==> src/rtl/tdc_pkg.sv <==
// Shared types and constants for the TDC FIFO write arbiter.
// Holds the FSM encoding, default sizing and the layout of a result word.
package tdc_pkg;

  typedef enum logic [1:0] {
    ST_IDLE  = 2'd0,
    ST_WRITE = 2'd1,
    ST_HOLD  = 2'd2
  } state_e;

  localparam int DEF_NUM_CH = 4;
  localparam int DEF_DATA_W = 32;

  localparam int CALIB_DIFF_MSB = 31;
  localparam int CALIB_DIFF_LSB = 16;
  localparam int TIME1_MSB      = 15;
  localparam int TIME1_LSB      = 0;

  typedef struct packed {
    logic [CALIB_DIFF_MSB-CALIB_DIFF_LSB:0] calib_diff;
    logic [TIME1_MSB-TIME1_LSB:0]           time1;
  } result_t;

endpackage

==> src/rtl/tdc_rr_picker.sv <==
// Combinational round-robin search: first set bit of req_i starting at
// ptr_i+1 and wrapping modulo NUM_CH.
module tdc_rr_picker #(
  parameter int NUM_CH = 4,
  parameter int CH_W   = 2
) (
  input  logic [NUM_CH-1:0] req_i,
  input  logic [CH_W-1:0]   ptr_i,
  output logic [CH_W-1:0]   grant_o,
  output logic              valid_o
);

  int idx;

  // NOTE: every output gets a default before the loop so no latch is inferred.
  always_comb begin
    grant_o = '0;
    valid_o = 1'b0;
    idx     = 0;
    // Scan farthest-first so the nearest eligible channel after ptr wins.
    for (int k = NUM_CH; k >= 1; k--) begin
      idx = (int'(ptr_i) + k) % NUM_CH;
      if (req_i[CH_W'(idx)]) begin
        grant_o = CH_W'(idx);
        valid_o = 1'b1;
      end
    end
  end

endmodule

==> src/rtl/tdc_fifo_arbiter.sv <==
// Round-robin arbiter that lets NUM_CH TDC controllers share one FIFO write
// port, with a done pulse per write and a drop-on-timeout when the FIFO is full.
module tdc_fifo_arbiter
  import tdc_pkg::*;
#(
  parameter int NUM_CH       = DEF_NUM_CH,
  parameter int DATA_W       = DEF_DATA_W,
  parameter int FULL_TIMEOUT = 1000,
  parameter int CH_W         = $clog2(NUM_CH)
) (
  input  logic                     clk,
  input  logic                     rst_n,
  input  logic [NUM_CH-1:0]        req_wr_en,
  input  logic [NUM_CH*DATA_W-1:0] req_data,
  input  logic                     fifo_full,
  output logic                     fifo_wr_en,
  output logic [DATA_W-1:0]        fifo_din,
  output logic [CH_W-1:0]          fifo_ch,
  output logic [NUM_CH-1:0]        done,
  output logic                     busy,
  output logic [15:0]              drop_cnt
);

  localparam int TMO_W = (FULL_TIMEOUT > 1) ? $clog2(FULL_TIMEOUT) : 1;
  localparam logic [TMO_W-1:0] TMO_LAST = TMO_W'(FULL_TIMEOUT - 1);

  state_e              state_q, state_d;
  logic [CH_W-1:0]     ptr_q, ptr_d;
  logic [CH_W-1:0]     ch_q, ch_d;
  logic [DATA_W-1:0]   din_q, din_d;
  logic [TMO_W-1:0]    tmo_q, tmo_d;
  logic [15:0]         drop_q, drop_d;
  logic [NUM_CH-1:0]   mask_q, mask_d;

  logic [NUM_CH-1:0]   req_elig;
  logic [CH_W-1:0]     pick_grant;
  logic                pick_valid;
  logic                tmo_hit;

  // The channel just served is masked for one IDLE cycle so a registered
  // wr_en that has not yet dropped is not granted a second time.
  assign req_elig = req_wr_en & ~mask_q;
  assign tmo_hit  = (tmo_q == TMO_LAST);

  tdc_rr_picker #(
    .NUM_CH (NUM_CH),
    .CH_W   (CH_W)
  ) u_picker (
    .req_i   (req_elig),
    .ptr_i   (ptr_q),
    .grant_o (pick_grant),
    .valid_o (pick_valid)
  );

  // NOTE: sequential state uses non-blocking assignments only.
  always_ff @(posedge clk or negedge rst_n) begin
    if (!rst_n) begin
      state_q <= ST_IDLE;
      ptr_q   <= CH_W'(NUM_CH - 1);
      ch_q    <= '0;
      din_q   <= '0;
      tmo_q   <= '0;
      drop_q  <= '0;
      mask_q  <= '0;
    end else begin
      state_q <= state_d;
      ptr_q   <= ptr_d;
      ch_q    <= ch_d;
      din_q   <= din_d;
      tmo_q   <= tmo_d;
      drop_q  <= drop_d;
      mask_q  <= mask_d;
    end
  end

  always_comb begin
    state_d = state_q;
    ptr_d   = ptr_q;
    ch_d    = ch_q;
    din_d   = din_q;
    tmo_d   = tmo_q;
    drop_d  = drop_q;
    mask_d  = '0;
    unique case (state_q)
      ST_IDLE: begin
        if (pick_valid) begin
          din_d   = req_data[int'(pick_grant)*DATA_W +: DATA_W];
          ch_d    = pick_grant;
          ptr_d   = pick_grant;
          tmo_d   = '0;
          state_d = ST_WRITE;
        end
      end
      ST_WRITE: begin
        if (!fifo_full) begin
          state_d = ST_HOLD;
        end else if (tmo_hit) begin
          if (drop_q != 16'hFFFF) drop_d = drop_q + 16'd1;
          state_d = ST_HOLD;
        end else begin
          tmo_d = tmo_q + TMO_W'(1);
        end
      end
      ST_HOLD: begin
        mask_d  = NUM_CH'(1) << ch_q;
        state_d = ST_IDLE;
      end
      default: state_d = ST_IDLE;
    endcase
  end

  always_comb begin
    fifo_wr_en = (state_q == ST_WRITE) && !fifo_full;
    done       = ((state_q == ST_WRITE) && (!fifo_full || tmo_hit))
                 ? (NUM_CH'(1) << ch_q) : '0;
    busy       = (state_q != ST_IDLE);
  end

  assign fifo_din = din_q;
  assign fifo_ch  = ch_q;
  assign drop_cnt = drop_q;

endmodule

==> config.mk <==
export PLATFORM = sky130hd
export DESIGN_NAME = tdc_fifo_arbiter
export DESIGN_NICKNAME = d
export VERILOG_FILES = /design/src/rtl/tdc_pkg.sv /design/src/rtl/tdc_rr_picker.sv /design/src/rtl/tdc_fifo_arbiter.sv
export SDC_FILE = /design/constraint.sdc
export NUM_CORES = 1
export LEC_CHECK = 0
export BUFFER_PORTS_ARGS = -buffer_cell sky130_fd_sc_hd__buf_2
export CAP_MARGIN = 15
export CELL_PAD_IN_SITES_DETAIL_PLACEMENT = 1
export CELL_PAD_IN_SITES_GLOBAL_PLACEMENT = 2
export CORE_ASPECT_RATIO = 0.8
export CORE_MARGIN = 2
export CORE_UTILIZATION = 25
export CTS_BUF_LIST = sky130_fd_sc_hd__clkbuf_8
export CTS_CLUSTER_SIZE = 24
export DETAILED_ROUTE_END_ITERATION = 8
export PLACE_DENSITY = 0.79
export SYNTH_ARGS = -nofsm -noshare
export SYNTH_HDL_FRONTEND = slang
export SYNTH_SLANG_ARGS = --single-unit
==> constraint.sdc <==
create_clock -name clk -period 3.7 [get_ports clk]
set_input_delay 1.11 -clock clk [delete_from_list [all_inputs] [get_ports clk]]
set_output_delay 1.11 -clock clk [all_outputs]
set_load 0.03 [all_outputs]
==> results of run 1 <==
-- critical path, delay by kind of cell --
family,cells,cell delay [ps]
AOI/OAI and AO/OA,1,280
buffers and inverters,2,580
muxes,1,160
and+or+nand+nor,3,1170
-- Yosys cell counts, drive strengths merged --
master and number:
nor2 56, buf 14, and3 6, ha 2, and4bb 1, and4b 1, a221oi 32, nand4 4
nor4 1, dfstp 2, nor2b 2, nor3 8, or2 1, a21o 1, nor3b 2, o21ai 4
nand2 15, and4 7, xor2 10, a211oi 1, mux2i 65, a2111oi 1, a31oi 2, a21oi 4
clkbuf 5, xnor2 9, a311oi 1, o31ai 2, dfrtp 66, o211a 1, mux2 3, nand3b 2
nand3 9, a21boi 1, inv 5, and3b 1, nand2b 7
-- per-layer routing --
layer / vias up / share of wire / global-route usage
met5: - / 0 / 0
met4: 0 / 0.011 / 0.0460
met3: 12 / 0.054 / 0.0414
met2: 104 / 0.50 / 0.267
met1: 1753 / 0.44 / 0.186
li1: 1683 / - / -
-- registers in the layout, indices dropped and copies added, names as in the netlist --
name and count:
state_q 2, mask_q 4, ptr_q 2, fifo_din 32, drop_cnt 16, tmo_q 10, fifo_ch 2
-- power breakdown --
group	internal (mW)	switching (mW)	leakage, nW
clock	0.481	0.305	0.131
combinational	0.771	1.32	1.74
sequential	0.974	0.150	0.836
total	2.23	1.77	2.71
-- final timing paths --
path | slack (ps) | from | to | depth (start not counted)
min in group asynchronous | 870 | rst_n | drop_cnt[14] | 1
worst max register to register | 1060 | mask_q[3] | fifo_din[23] | 6
worst min-delay path | 490 | drop_cnt[10] | drop_cnt[10] | 1
max in group asynchronous | 2230 | rst_n | fifo_din[26] | 1
worst max-delay path | 650 | req_wr_en[2] | fifo_din[23] | 7
worst min register to register | 490 | drop_cnt[10] | drop_cnt[10] | 1
-- layout by cell type (no fill, tap or decap), types with 2 or more instances in the layout --
cell       instances
a21oi_1            3
inv_1              6
xor2_1            10
o21ai_0            4
a221oi_2          29
and4_1             7
bufinv_16          3
mux2i_1           65
dfrtp_1           66
buf_2            189
ha_1               2
nand2b_1           7
xnor2_1            9
nand4_1            4
nand3b_1           2
and3_1             6
nor2_1            56
nand3_1            9
o31ai_1            2
dfstp_2            2
mux2_2             3
a221oi_1           3
buf_12             2
nor3_1             7
buf_4              6
clkbuf_8          11
nand2_1           15
-- area by class of cell --
class / count / area, um2 / area share
clock buffers: 11 / 151 / 0.0279
well taps: 215 / 269 / 0.0496
multi-input cells: 262 / 2150 / 0.396
repair buffers: 197 / 1030 / 0.190
clock inverters: 5 / 98.8 / 0.0182
inverters: 5 / 18.8 / 0.00346
flip-flops and latches: 68 / 1700 / 0.314
-- cell families (layout without fill, tap and decap cells) --
group	count (synthesis)	after routing	share of synthesized area
muxes	68	68	0.173
DFF	68	68	0.431
AOI/OAI and AO/OA	50	50	0.153
buffers and inverters	24	218	0.0317
xor gates and xnor gates	19	19	0.0421
adders and majority gates	2	2	0.00633
and+or+nand+nor	123	123	0.163
==> flow_summary.yaml, run 1 <==
setup_path:
  required_ps: 3970
  path_cells: "buf_2, nand2b_1, nor3_1, nor3_4, buf_4, mux2i_1, a221oi_2"
  slowest_delay_ps: 830
  crit_slowest_cell: "nor3_4"
  cp_max_fo: 19
  cp.arrival_ps: 3310
  path_class: "in2reg"
  cp-end-kind: "flip-flop"
  critPathLaunchType: "input pin"
layout:
  utilization: 0.348
  final_nets: 680
  fillers: 1848
  fin_cells: 763
  insertedDiodeCount: 0
  final_area_mm2: 0.00542
  final_layout_size_suffix_gt1_frac: 0.465
  syn2layout_area_growth_pct: 37.2
floorplan:
  core_mm2: 0.0156
  fp-row-count: 41
  die_h_um: 116
  die_w_um: 145
  die_area_mm2: 0.0168
  initial_core_util: 0.253
  io_pins: 191
timing:
  finalSetupViolCount: 0
  max_slew_margin: 0.346
  worst_hold_slack_ps: 489
  period_needed_ps: 3050
  hold_viol_final: 0
  max_freq_mhz: 328
  setup_ws_ps: 652
  period_share: 0.824
  worst_clock_skew_ps: 9.34
  grt_setup_unrepaired: "no"
  tightest_slew_ps: 977
  setup_tns_ps: 0
  slew_violations: 0
clock_tree:
  htree_levels: 3
  clock-sinks: 68
  postCtsSetupBuffers: 0
  post_cts_resized: 0
  clk_pin_slew_ps: 80
  clk_latency_ps: 370
  cts_tree: "done"
  cts-hold-fix-buffers: 0
  cts_buffers: 9
  cts_buffer_depth: 2
  cts-root-buf: "clkbuf_8"
placement:
  hpwl_mm: 9.57
  port_buffers: 190
  dp_slack_ps: 200
  dp_cells: 747
  routabilityCongestion: 0.768
  place_area_mm2: 0.00517
yosys:
  syn_nets: 491
  synth_cells: 354
  synth_area_mm2: 0.00395
  yosys.area.top_type: "dfrtp_1"
  synth-seq-cells: 68
  synth_top_cell_area_share: 0.418
  ys_types: 43
  synth.avg_cell_area_um2: 11.2
  synth-seq-area-share: 0.431
  yosys_warnings: 0
  synthTopCellsByArea: "dfrtp_1 42%, mux2i_1 16%, a221oi_2 11%"
global_route:
  grt_max_degree: 69
  grt_pass1_wl_mm: 19.8
  grt_pass1_vias: 3824
  track_usage: 0.153
  antenna_found_initial: 0
  overflow: 0
power:
  power_density_mw_per_mm2: 738
  peakVddDrop_uv: 265
  cellLeakagePower_nw: 2.71
  power_mw: 4.00
outcome:
  status: "complete, no violations"
drt:
  routed_wirelength_mm: 12.7
  firstDrtPassIters: 4
  drc: 0
  wl_per_cell_um: 16.7
  vias: 3552
  drt_iter0_drc: 119
  via_per_inst: 4.66
  ant_nets: 0
min_path:
  worstHoldPathType: "reg2reg"
flow_run:
  maxCapViolCount: 0
No activity file was read; power rests on OpenSTA's default activity.
==> inputs of run 2 (changes only) <==
- PLACE_DENSITY: 0.79 -> 0.82
- clock period: 3.7 -> 2.8 ns (I/O delays scaled with it)
==> flow_summary.yaml, run 2 (synthesized netlist as in run 1, its figures left out) <==
layout:
  final_cell_mix: "186 x buf_2, 66 x dfrtp_1, 65 x mux2i_1, 55 x nor2_1, 29 x a221oi_2"
  final_nets: 682
  fin_cells: 765
  fillers: 1874
  largest_reg_flops: 32
  utilization: 0.347
  final_layout_size_suffix_gt1_frac: 0.471
  syn2layout_area_growth_pct: 36.9
  insertedDiodeCount: 0
  final_common_cell: "buf_2"
setup_path:
  slowest_delay_ps: 430
  crit_family: "simple AND/OR/NAND/NOR gates"
  path_class: "reg2out"
  cp_max_fo: 5
  crit_buf_inv: 1
  cp.arrival_ps: 1840
  required_ps: 1960
  cp-end-kind: "output port"
  critPathLaunchType: "flip-flop"
  path_cells: "and4bb_2, nand3_1, a21o_1, nor2_1, buf_4"
  crit_slowest_cell: "dfrtp_1"
timing:
  worst_hold_slack_ps: 486
  setup_ws_ps: 117
  hold_viol_final: 0
  max_slew_margin: 0.394
  finalSetupViolCount: 0
  period_share: 0.958
  worst_clock_skew_ps: 9.42
  slew_violations: 0
  period_needed_ps: 2680
  tightest_slew_ps: 909
  max_freq_mhz: 373
placement:
  dp_cells: 749
  hpwl_mm: 9.62
  routabilityCongestion: 0.772
  dp_slack_ps: 214
  port_buffers: 190
global_route:
  antenna_found_initial: 0
  grt_max_degree: 69
  overflow: 0
  grt_pass1_vias: 3734
  track_usage: 0.152
  grt_pass1_wl_mm: 19.7
floorplan:
  fp-row-count: 41
  die_h_um: 116
  initial_core_util: 0.253
  die_w_um: 145
  die_area_mm2: 0.0168
  core_mm2: 0.0156
  io_pins: 191
clock_tree:
  clock-sinks: 68
  htree_levels: 3
  postCtsSetupBuffers: 0
  cts_buffer_depth: 2
  cts_buffers: 9
  cts_tree: "done"
  clk_latency_ps: 360
  cts-root-buf: "clkbuf_8"
  clk_pin_slew_ps: 80
flow_run:
  maxCapViolCount: 0
drt:
  vias: 3534
  via_per_inst: 4.62
  wl_per_cell_um: 16.9
  firstDrtPassIters: 4
  drc: 0
  drt_iter0_drc: 144
  routed_wirelength_mm: 12.9
  ant_nets: 0
min_path:
  worstHoldPathType: "reg2reg"
power:
  cellLeakagePower_nw: 2.69
  power_density_mw_per_mm2: 936
  power_mw: 5.07
  peakVddDrop_uv: 297
outcome:
  status: "complete, no violations"
[run 2: cell types whose count changed in the layout (fill, tap and decap cells not counted), sizes merged]
cell	delta
buf	+1
clkinvlp	+1
clkinv	+4
inv	-1
bufinv	-3
[run 2: cell type report]
cell class,count,area (um2),area share
clock buffer,10,138,0.0254
sequential,68,1700,0.315
multi-input combinational,262,2150,0.398
inverter,5,18.8,0.00347
timing repair buffer,199,1090,0.202
clock inverter,6,40.0,0.00740
tap,215,269,0.0497
[run 2: final timing paths]
check,startpoint,endpoint,slack (ps),cells after the start
worst max-delay path,tmo_q[4],done[3],120,5
worst max register to register,mask_q[3],fifo_din[31],730,6
max in group asynchronous,rst_n,mask_q[0],1600,1
worst min-delay path,drop_cnt[6],drop_cnt[6],490,1
min in group asynchronous,rst_n,drop_cnt[14],620,1
worst min register to register,drop_cnt[6],drop_cnt[6],490,1
[run 2: per-stage QoR]
step / cell area, um2 / setup TNS [ps]
3_5_place_dp: 5230 / 0
6_report: 5410 / 0
2_1_floorplan: 3950 / 0
4_1_cts: 5400 / 0
5_1_grt: 5410 / -25.0
3_3_place_gp: 5230 / 0
[run 2: metal layers]
layer | GRT usage | wire, um | vias to the layer above
met5 | 0 | 0 | -
met4 | 0.0350 | 127 | 0
met3 | 0.0385 | 569 | 8
met2 | 0.251 | 6320 | 88
met1 | 0.202 | 5890 | 1743
li1 | - | - | 1695
[run 2: power by group]
part	switching (mW)	leakage (nW)	total (mW)	internal, mW
sequential	0.201	0.836	1.49	1.29
combinational	1.75	1.76	2.82	1.07
clock	0.413	0.0920	0.757	0.344
total	2.36	2.69	5.07	2.70
[run 2: what timing repair did]
item / 4_1_cts / 5_1_grt
setup endpoints to repair: 0 / 3
hold buffers: 0 / 0
gates resized for setup: 0 / 5
